File: src/rtl/serving_brg_master.sv
// ---------------------------------------------------------------------------
// serving_brg_master
//
// Byte-stream command engine that masters the bridge port of the serving SoC.
// A host link delivers framed commands:
//   byte 0 : opcode  {write, 3'b000, sel[3:0]}
//   byte 1 : {6'bx, adr[11:10]}
//   byte 2 : adr[9:2]
//   bytes 3..6 (writes only) : write data, MSB first
// The frame is turned into one bridge access (SETUP cycle, then a strobe held
// until ack or timeout). The engine answers with ACK_BYTE for a write, four
// read-data bytes (MSB first) for a read, 8'hEE on timeout, or 8'hE0 for an
// illegal opcode.
//
// Ports
//   i_clk, i_rst                 clock, synchronous active-high reset
//   i_cmd_valid/i_cmd_data       command byte stream in
//   o_cmd_ready                  command byte accepted when high with valid
//   o_rsp_valid/o_rsp_data       response byte stream out
//   i_rsp_ready                  host consumes the response byte
//   adr_brg, data_brg            bridge word address [11:2] and write data
//   stb_brg, wen_brg, sel_brg    bridge strobe, write enable, byte lane mask
//   rdt_brg, ack_brg             bridge read data and acknowledge
//   sel_wadr, sel_wdata, sel_wen,
//   sel_radr, sel_rdata          bridge ownership selects
// ---------------------------------------------------------------------------
module serving_brg_master #(
  parameter int unsigned TIMEOUT  = 64,
  parameter logic [7:0]  ACK_BYTE = 8'hA5
) (
  input  logic        i_clk,
  input  logic        i_rst,
  input  logic        i_cmd_valid,
  input  logic [7:0]  i_cmd_data,
  output logic        o_cmd_ready,
  output logic        o_rsp_valid,
  output logic [7:0]  o_rsp_data,
  input  logic        i_rsp_ready,
  output logic [9:0]  adr_brg,
  output logic [31:0] data_brg,
  output logic        stb_brg,
  output logic        wen_brg,
  output logic [3:0]  sel_brg,
  input  logic [31:0] rdt_brg,
  input  logic        ack_brg,
  output logic        sel_wadr,
  output logic        sel_wdata,
  output logic        sel_wen,
  output logic        sel_radr,
  output logic        sel_rdata
);

  localparam int unsigned   TW          = $clog2(TIMEOUT + 1);
  localparam logic [TW-1:0] TMO_LAST    = TW'(TIMEOUT - 1);
  localparam logic [7:0]    ERR_OPCODE  = 8'hE0;
  localparam logic [7:0]    ERR_TIMEOUT = 8'hEE;

  typedef enum logic [2:0] {
    S_IDLE,
    S_ADR_HI,
    S_ADR_LO,
    S_DATA,
    S_SETUP,
    S_ISSUE,
    S_RSP,
    S_ERR
  } state_e;

  state_e        state_q;

  // Frame shadow registers: the bridge outputs only change once a whole
  // frame has arrived, so a partially received frame never disturbs them.
  logic          op_wr_q;
  logic [3:0]    op_sel_q;
  logic [1:0]    adr_hi_q;
  logic [7:0]    adr_lo_q;
  logic [23:0]   wdata_q;
  logic [1:0]    byte_cnt_q;

  logic [TW-1:0] tmo_q;
  logic [23:0]   rsp_sr_q;
  logic [1:0]    rsp_left_q;

  // Registered outputs
  logic          cmd_ready_q;
  logic          rsp_valid_q;
  logic [7:0]    rsp_data_q;
  logic [9:0]    adr_q;
  logic [31:0]   data_q;
  logic          stb_q;
  logic          wen_q;
  logic [3:0]    sel_q;
  logic          sel_wadr_q;
  logic          sel_wdata_q;
  logic          sel_wen_q;
  logic          sel_radr_q;
  logic          sel_rdata_q;

  logic          cmd_fire;
  logic          rsp_fire;
  logic          frame_done;
  logic [7:0]    frame_adr_lo;
  logic          bus_ack;
  logic          bus_tmo;

  // NOTE: every signal gets a default at the top of always_comb so no path
  // leaves it unassigned; otherwise synthesis infers a latch.
  always_comb begin
    cmd_fire     = i_cmd_valid && cmd_ready_q;
    rsp_fire     = rsp_valid_q && i_rsp_ready;
    frame_done   = 1'b0;
    frame_adr_lo = adr_lo_q;
    if (cmd_fire) begin
      if (state_q == S_ADR_LO) begin
        frame_adr_lo = i_cmd_data;
        frame_done   = !op_wr_q;
      end else if (state_q == S_DATA) begin
        frame_done   = (byte_cnt_q == 2'd3);
      end
    end
    // Ack has priority over a timeout landing in the same cycle.
    bus_ack = (state_q == S_ISSUE) && ack_brg;
    bus_tmo = (state_q == S_ISSUE) && !ack_brg && (tmo_q == TMO_LAST);
  end

  // NOTE: all state below uses non-blocking assignments so every register
  // samples the pre-edge values; blocking here would create order-dependent
  // behaviour and simulation/synthesis mismatches.
  always_ff @(posedge i_clk) begin
    if (i_rst) begin
      state_q     <= S_IDLE;
      op_wr_q     <= 1'b0;
      op_sel_q    <= '0;
      adr_hi_q    <= '0;
      adr_lo_q    <= '0;
      wdata_q     <= '0;
      byte_cnt_q  <= '0;
      tmo_q       <= '0;
      rsp_sr_q    <= '0;
      rsp_left_q  <= '0;
      cmd_ready_q <= 1'b1;
      rsp_valid_q <= 1'b0;
      rsp_data_q  <= '0;
      adr_q       <= '0;
      data_q      <= '0;
      stb_q       <= 1'b0;
      wen_q       <= 1'b0;
      sel_q       <= '0;
      sel_wadr_q  <= 1'b0;
      sel_wdata_q <= 1'b0;
      sel_wen_q   <= 1'b0;
      sel_radr_q  <= 1'b0;
      sel_rdata_q <= 1'b0;
    end else begin
      case (state_q)
        S_IDLE: begin
          if (cmd_fire) begin
            op_wr_q  <= i_cmd_data[7];
            op_sel_q <= i_cmd_data[3:0];
            if (i_cmd_data[6:4] != 3'b000) begin
              // Illegal opcode: drop the frame and answer immediately.
              state_q     <= S_ERR;
              cmd_ready_q <= 1'b0;
              rsp_valid_q <= 1'b1;
              rsp_data_q  <= ERR_OPCODE;
            end else begin
              state_q <= S_ADR_HI;
            end
          end
        end
        S_ADR_HI: begin
          if (cmd_fire) begin
            adr_hi_q <= i_cmd_data[1:0];
            state_q  <= S_ADR_LO;
          end
        end
        S_ADR_LO: begin
          if (cmd_fire) begin
            adr_lo_q   <= i_cmd_data;
            byte_cnt_q <= 2'd0;
            state_q    <= op_wr_q ? S_DATA : S_SETUP;
          end
        end
        S_DATA: begin
          if (cmd_fire) begin
            wdata_q    <= {wdata_q[15:0], i_cmd_data};
            byte_cnt_q <= byte_cnt_q + 2'd1;
            if (byte_cnt_q == 2'd3) begin
              state_q <= S_SETUP;
            end
          end
        end
        S_SETUP: begin
          state_q <= S_ISSUE;
          stb_q   <= 1'b1;
          tmo_q   <= '0;
        end
        S_ISSUE: begin
          if (bus_ack) begin
            state_q     <= S_RSP;
            rsp_valid_q <= 1'b1;
            if (op_wr_q) begin
              rsp_data_q <= ACK_BYTE;
              rsp_left_q <= 2'd0;
            end else begin
              rsp_data_q <= rdt_brg[31:24];
              rsp_sr_q   <= rdt_brg[23:0];
              rsp_left_q <= 2'd3;
            end
          end else if (bus_tmo) begin
            state_q     <= S_RSP;
            rsp_valid_q <= 1'b1;
            rsp_data_q  <= ERR_TIMEOUT;
            rsp_left_q  <= 2'd0;
          end else begin
            tmo_q <= tmo_q + TW'(1);
          end
        end
        S_RSP: begin
          if (rsp_fire) begin
            if (rsp_left_q == 2'd0) begin
              rsp_valid_q <= 1'b0;
              cmd_ready_q <= 1'b1;
              state_q     <= S_IDLE;
            end else begin
              rsp_data_q <= rsp_sr_q[23:16];
              rsp_sr_q   <= {rsp_sr_q[15:0], 8'h00};
              rsp_left_q <= rsp_left_q - 2'd1;
            end
          end
        end
        S_ERR: begin
          if (rsp_fire) begin
            rsp_valid_q <= 1'b0;
            cmd_ready_q <= 1'b1;
            state_q     <= S_IDLE;
          end
        end
        default: state_q <= S_IDLE;
      endcase

      // Complete frame: load the bridge request so it is stable in SETUP.
      if (frame_done) begin
        cmd_ready_q <= 1'b0;
        adr_q       <= {adr_hi_q, frame_adr_lo};
        sel_q       <= op_sel_q;
        wen_q       <= op_wr_q;
        if (op_wr_q) begin
          data_q <= {wdata_q, i_cmd_data};
        end
        sel_wadr_q  <= op_wr_q;
        sel_wdata_q <= op_wr_q;
        sel_wen_q   <= op_wr_q;
        sel_radr_q  <= !op_wr_q;
        // Read data is returned on the core side of the mux.
        sel_rdata_q <= 1'b0;
      end

      // End of the bridge access: release the strobe and the port.
      if (bus_ack || bus_tmo) begin
        stb_q       <= 1'b0;
        sel_wadr_q  <= 1'b0;
        sel_wdata_q <= 1'b0;
        sel_wen_q   <= 1'b0;
        sel_radr_q  <= 1'b0;
        sel_rdata_q <= 1'b0;
      end
    end
  end

  assign o_cmd_ready = cmd_ready_q;
  assign o_rsp_valid = rsp_valid_q;
  assign o_rsp_data  = rsp_data_q;
  assign adr_brg     = adr_q;
  assign data_brg    = data_q;
  assign stb_brg     = stb_q;
  assign wen_brg     = wen_q;
  assign sel_brg     = sel_q;
  assign sel_wadr    = sel_wadr_q;
  assign sel_wdata   = sel_wdata_q;
  assign sel_wen     = sel_wen_q;
  assign sel_radr    = sel_radr_q;
  assign sel_rdata   = sel_rdata_q;

endmodule

File: config.mk
export PLATFORM = sky130hd
export DESIGN_NAME = serving_brg_master
export DESIGN_NICKNAME = d
export VERILOG_FILES = /design/src/rtl/serving_brg_master.sv
export SDC_FILE = /design/constraint.sdc
export NUM_CORES = 1
export LEC_CHECK = 0
export BUFFER_PORTS_ARGS = -buffer_cell sky130_fd_sc_hd__clkbuf_2
export CORE_MARGIN = 2
export CORE_UTILIZATION = 40
export CTS_BUF_LIST = sky130_fd_sc_hd__clkbuf_4
export CTS_CLUSTER_SIZE = 10
export DETAILED_ROUTE_END_ITERATION = 10
export GPL_ROUTABILITY_DRIVEN = 0
export GPL_TIMING_DRIVEN = 1
export PLACE_DENSITY = 0.72
export SYNTH_ARGS = -nofsm -noshare
export SYNTH_HDL_FRONTEND = slang
export SYNTH_SLANG_ARGS = --single-unit
File: constraint.sdc
create_clock -name i_clk -period 1.55 [get_ports i_clk]
set_input_delay 0.2325 -clock i_clk [delete_from_list [all_inputs] [get_ports i_clk]]
set_output_delay 0.2325 -clock i_clk [all_outputs]
set_load 0.05 [all_outputs]
# [Yosys cells after proc, flatten, opt, wreduce, memory -nomap -nowiden]
# Index checks and enable logic that the tools add are counted.
[totals] register_bits=137 input_bits=45 out_inout_bits=63 elab_cells=141
[op_classes] n_addsub=3 n_eq_ne=29 n_mux=58 reduce_logical=31
[op_table] op="$mux 24" count=4
[op_table] op="$mux 8" count=9
[op_table] op="$pmux 24 s2" count=1
[op_table] op="$mux 3" count=12
[op_table] op="$ne 2x2->1 const B" count=13
[op_table] op="$pmux 3 s8" count=1
[op_table] op="$pmux 8 s3" count=1
[op_table] op="$ne 3x3->1 const B" count=6
[op_table] op="$mux 1" count=16
[op_table] op="$mux 2" count=7
[op_table] op="$mux 7" count=2
[op_table] op="$pmux 7 s2" count=1
[op_table] op="$eq 3x3->1 const B" count=4
[op_table] op="$reduce_and 6->1" count=2
[op_table] op="$reduce_and 2->1" count=5
[op_table] op="$reduce_and 9->1" count=1
[op_table] op="$pmux 2 s2" count=2
[op_table] op="$reduce_bool 4->1" count=2
[op_table] op="$add 7x1->7 const B" count=1
[op_table] op="$eq 7x6->1 const B" count=1
[op_table] op="$reduce_and 7->1" count=1
[op_table] op="$eq 3x2->1 const B" count=2
[op_table] op="$reduce_and 3->1" count=2
[op_table] op="$reduce_bool 2->1" count=3
[op_table] op="16 further kinds" count=22

# [Logic depth before layout (Yosys ltp)]
[depth] word_depth=6 depth_mapped=7 mapped_depth_nobuf=6

# [Worst setup path before layout]
# No wires, ideal clock.
[synth_timing] path_kind="register -> register" start="register cmd_ready_q (netlist: o_cmd_ready)" end="register sel_q[0] (netlist: sel_brg[0])" setup_time_ns=0.128 t_arrival_ns=1.766 required_time_ns=1.422 slack_ns=-0.344 stages_incl_launch_ff=8 n_path_buf=3 period_less_slack_ns=1.894 path_cell_list="dfxtp_1 and4b_1 buf_4 o221a_4 buf_6 buf_6 mux2i_1 nor2_1"
[synth_between] elab_chain_len=2
[synth_rtl] item="start: declaration" line_no="85" source="logic cmd_ready_q;"
[synth_rtl] item="start signal: assignment" line_no="141" source="cmd_ready_q <= 1'b1;"
[synth_rtl] item="start signal: assignment" line_no="163" source="cmd_ready_q <= 1'b0;"
[synth_rtl] item="start signal: assignment" line_no="223" source="cmd_ready_q <= 1'b1;"
[synth_rtl] item="$logic_and 1x1->1" line_no="109" source="cmd_fire = i_cmd_valid && cmd_ready_q;"
[synth_rtl] item="$mux 1" line_no="113" source="if (cmd_fire) begin"
[synth_rtl] item="end signal: assignment" line_no="246" source="sel_q <= op_sel_q;"
[synth_rtl] item="end: declaration" line_no="92" source="logic [3:0] sel_q;"
# No other way between the ends.
# A chain may end at the register's enable or synchronous reset.

# [Worst setup path in the final report]
[layout_timing] start="register rsp_left_q[0]" end="register rsp_sr_q[19]"
[layout_between] elab_chain_len=3
[layout_rtl] item="start: declaration" line_no="82" source="logic [1:0] rsp_left_q;"
[layout_rtl] item="start signal: assignment" line_no="228" source="rsp_left_q <= rsp_left_q - 2'd1;"
[layout_rtl] item="$logic_not 2->1" line_no="221" source="if (rsp_left_q == 2'd0) begin"
[layout_rtl] item="$ne 2x2->1 (no source line)"
[layout_rtl] item="$reduce_and 5->1 (no source line)"
[layout_rtl] item="end signal: assignment" line_no="207" source="rsp_sr_q <= rdt_brg[23:0];"
[layout_rtl] item="end signal: assignment" line_no="227" source="rsp_sr_q <= {rsp_sr_q[15:0], 8'h00};"
[layout_rtl] item="end: declaration" line_no="81" source="logic [23:0] rsp_sr_q;"
# No other way between the ends.

==> flow_summary.ini <==
[outcome]
outcome = finished with violations
failing_checks = negative setup slack

[floorplan]
die_h_um = 124.8
floorplan.initialDensity_pct = 40.61
die_width_um = 124.8
design.portCount = 108
placementRows = 44
die-area_um2 = 15570
floorplan.core_area_um2 = 14370

[detailed_routing]
drt-wirelength-per-cell_um = 16.52
wl_met2_um = 8671
drtPass1Iterations = 7
ant_nets = 0
route.final.wire_length_um = 17700
m1WireLength_um = 7663
drt-vias-per-instance = 5.331
drt_iter0_markers = 415
drcViolationCount = 0
uppermost_routed_layer = met4
met3WireLength_um = 930
num_vias = 5709

[global_route]
grt_residual_overflow = 0
globalRouteTotalUtil_pct = 19.88
antenna_found_initial = 1
vias_in_the_first_global_route = 5270
largest_net_degree_at_the_start_of_global_routing = 57
global_route_wire_length_before_repair_um = 25260

[worst_setup_path]
critical_path.top_delay_family = buffers and inverters
critPathMaxStageDelay_ps = 340
critical_setup_path_kind = reg -> reg
r2r-end = rsp_sr_q[19]
r2r-start = rsp_left_q[0]
crit_path_max_fanout = 16
crit_buf_inv = 3
arrival_ps = 2130
crit_required_ps = 2010
rr_worst_depth = 8
worstPathCellList = inv_2 -> ha_4 -> and3b_2 -> buf_4 -> mux2i_4 -> nor2_4 -> buf_12 -> a311oi_2
critPathSlowestCell = sky130_fd_sc_hd__dfxtp_2
r2r_slack_ps = -120
worst_setup_path_start_kind = flop
critical_path.endpoint_type = flop

[sta]
achievable-frequency_mhz = 598.5
maxSlewViolCount = 0
timing.final.crit_period_ps = 1671
pin_slew_with_the_least_headroom_to_its_limit_ps = 707.2
timing.slew.headroom_pct = 52.85
final_hold_viol_count = 0
grt_setup_unrepaired = true
fin_worst_skew_ps = 21.47
layout_setup_ws_ps = -120.8
final_cycle_share_pct = 107.8
setup-violations-final = 48

[cells_and_area]
utilization_pct = 59.93
filler_cell_count = 1161
register_area_um2 = 2763
multi_input_area_um2 = 3435
areaGrowthSynthToFinish_pct = 47.56
finish.net_count = 921
layout-drive-gt1-share_pct = 45.03

[power]
cellPowerDensity_nw_per_um2 = 1232
vdd_drop_max_uv = 740.8
p_leak_nw = 3.576
total_power_mw = 10.61

[clock_tree]
cts_tree = yes
cts_buffers = 17
cts.htree.levels = 4
clock_insertion_delay_worst_skew_ps = 560
cts_root_buffer = sky130_fd_sc_hd__clkbuf_4
clk_pin_slew_worst_paths_ps = 120
tritoncts_num_sinks = 137
cts-root-to-sink-buffers = 2

[place]
detailedPlace.worstSlack_ps = -185.8
io_buffer_count = 106
dp_hpwl_um = 9750

[yosys]
yosys.cell_types.count = 57
synthesis.nets = 721
synth.ff_latch_count = 137
synthFlopType = sky130_fd_sc_hd__dfxtp_1
yosysWarnings = 0
synth_enable_flop_cells = 0
post_synth_inst_count = 673
synthArstFlopShare_pct = 0
yosys-top-cells-count = sky130_fd_sc_hd__nand2_1, sky130_fd_sc_hd__dfxtp_1, sky130_fd_sc_hd__a21oi_1
post_synth_instance_area_um2 = 5836
synth_seq_area_share_pct = 47.00
netlist.top_cell.by_area = sky130_fd_sc_hd__dfxtp_1
avgSynthCellArea_um2 = 8.671
netlist_top_cells_area = sky130_fd_sc_hd__dfxtp_1, sky130_fd_sc_hd__nand2_1, sky130_fd_sc_hd__a21oi_1
post-synth-top-count-cell = sky130_fd_sc_hd__nand2_1
netlist.area_leader.share_pct = 47.00

[min_path]
hold_path.class = in -> reg
min_from = i_cmd_data[4]
hold_path_depth = 4
hold_path_end = wdata_q[4]

[run]
timing.max_cap.violations = 0
-- worst reg2reg max path, stage by stage (launching register included) --
cell and delay (ps):
sky130_fd_sc_hd__dfxtp_2 340, sky130_fd_sc_hd__inv_2 70, sky130_fd_sc_hd__ha_4 130, sky130_fd_sc_hd__and3b_2 200
sky130_fd_sc_hd__buf_4 140, sky130_fd_sc_hd__mux2i_4 200, sky130_fd_sc_hd__nor2_4 70, sky130_fd_sc_hd__buf_12 160
sky130_fd_sc_hd__a311oi_2 260
-- area by class of cell --
type | instances | share of cell area, %
Antenna cell | 1 | 0.02906
Clock buffer | 18 | 1.569
Clock inverter | 14 | 1.744
Inverter | 8 | 0.3923
Multi-Input combinational cell | 477 | 39.89
Sequential cell | 137 | 32.08
Tap cell | 184 | 2.674
Timing Repair Buffer | 232 | 21.62
-- routing by layer --
metal | track usage [%] | vias up
met2 | 32.75 | 193
li1 | - | 2737
met1 | 25.25 | 2743
met3 | 4.639 | 36
met4 | 7.667 | 0
met5 | 0 | -
-- cell usage in the layout, fill, tap and decap left out, drive strengths merged, types with 5 or more instances in the layout --
cell         Yosys  final
a211oi           8      8
a21oi          101    101
a311oi          19     19
a31oi            6      6
buf             27     93
clkbuf          27    125
clkinv           0      8
dfxtp          137    137
dlygate4sd3      0     32
inv              8      9
mux2i           29     29
nand2          172    172
nand2b           9      9
nand3            6      6
nand3b           5      5
nor2            39     39
o21ai           23     23
or3              5      5
-- worst max-delay path by stage --
stage	endpoint	slack (ps)	startpoint	cells after the start
after global routing	wdata_q[12]	-160	state_q[0]	7
after CTS	rsp_sr_q[20]	-30	rsp_left_q[0]	8
after global placement	rsp_sr_q[8]	-130	rsp_left_q[0]	6
after detailed placement	rsp_sr_q[9]	-190	rsp_left_q[0]	6
after floorplan	rsp_sr_q[8]	-20	state_q[2]	7
final	rsp_sr_q[19]	-120	rsp_left_q[0]	8
-- kinds of logic after synthesis --
logic type / count (synthesis) / share of synthesized area (%)
AND/OR/NAND/NOR: 263 / 20.43
AO/OA/AOI/OAI: 175 / 20.28
flip-flops: 137 / 47.00
buffers and inverters: 62 / 5.811
multiplexers: 32 / 5.768
adder cells (fa/ha/maj): 3 / 0.6433
other: 1 / 0.06426
-- power by group --
part	internal (mW)	total [mW]	switching (mW)
Clock	0.982	2.37	1.39
Sequential	3.87	4.15	0.274
Combinational	1.83	4.09	2.26
Total	6.68	10.6	3.93
-- sequential cells by signal (all words and copies together), names as in the netlist --
signal,cells
data_brg,32
rsp_sr_q,24
wdata_q,24
adr_brg,10
adr_lo_q,8
o_rsp_data,8
tmo_q,7
op_sel_q,4
sel_brg,4
state_q,3
adr_hi_q,2
byte_cnt_q,2
rsp_left_q,2
o_cmd_ready,1
o_rsp_valid,1
op_wr_q,1
sel_radr,1
sel_wen,1
stb_brg,1
wen_brg,1
-- repair_timing --
action / CTS / global route
hold endpoints to repair: 48 / 0
resized for setup: 37 / 175
endpoints found under the setup margin: 91 / 106
pin swaps: 9 / 59
hold buffers: 32 / 0
buffers inserted: 6 / 14
gates cloned: 1 / 9
-- through the flow --
stage	TNS, ps	cell area (um^2)	cells	hold slack, ps
after floorplan	-36.86	5873	673	368.5
after global placement	-2585	6933	978	438.9
final	-1629	8611	1071	45.15
after CTS	-191.9	7727	1048	6.788
after detailed placement	-4709	6933	978	445.0
after global routing	-6091	8611	1071	14.81
(Power assumes the default switching activity.)
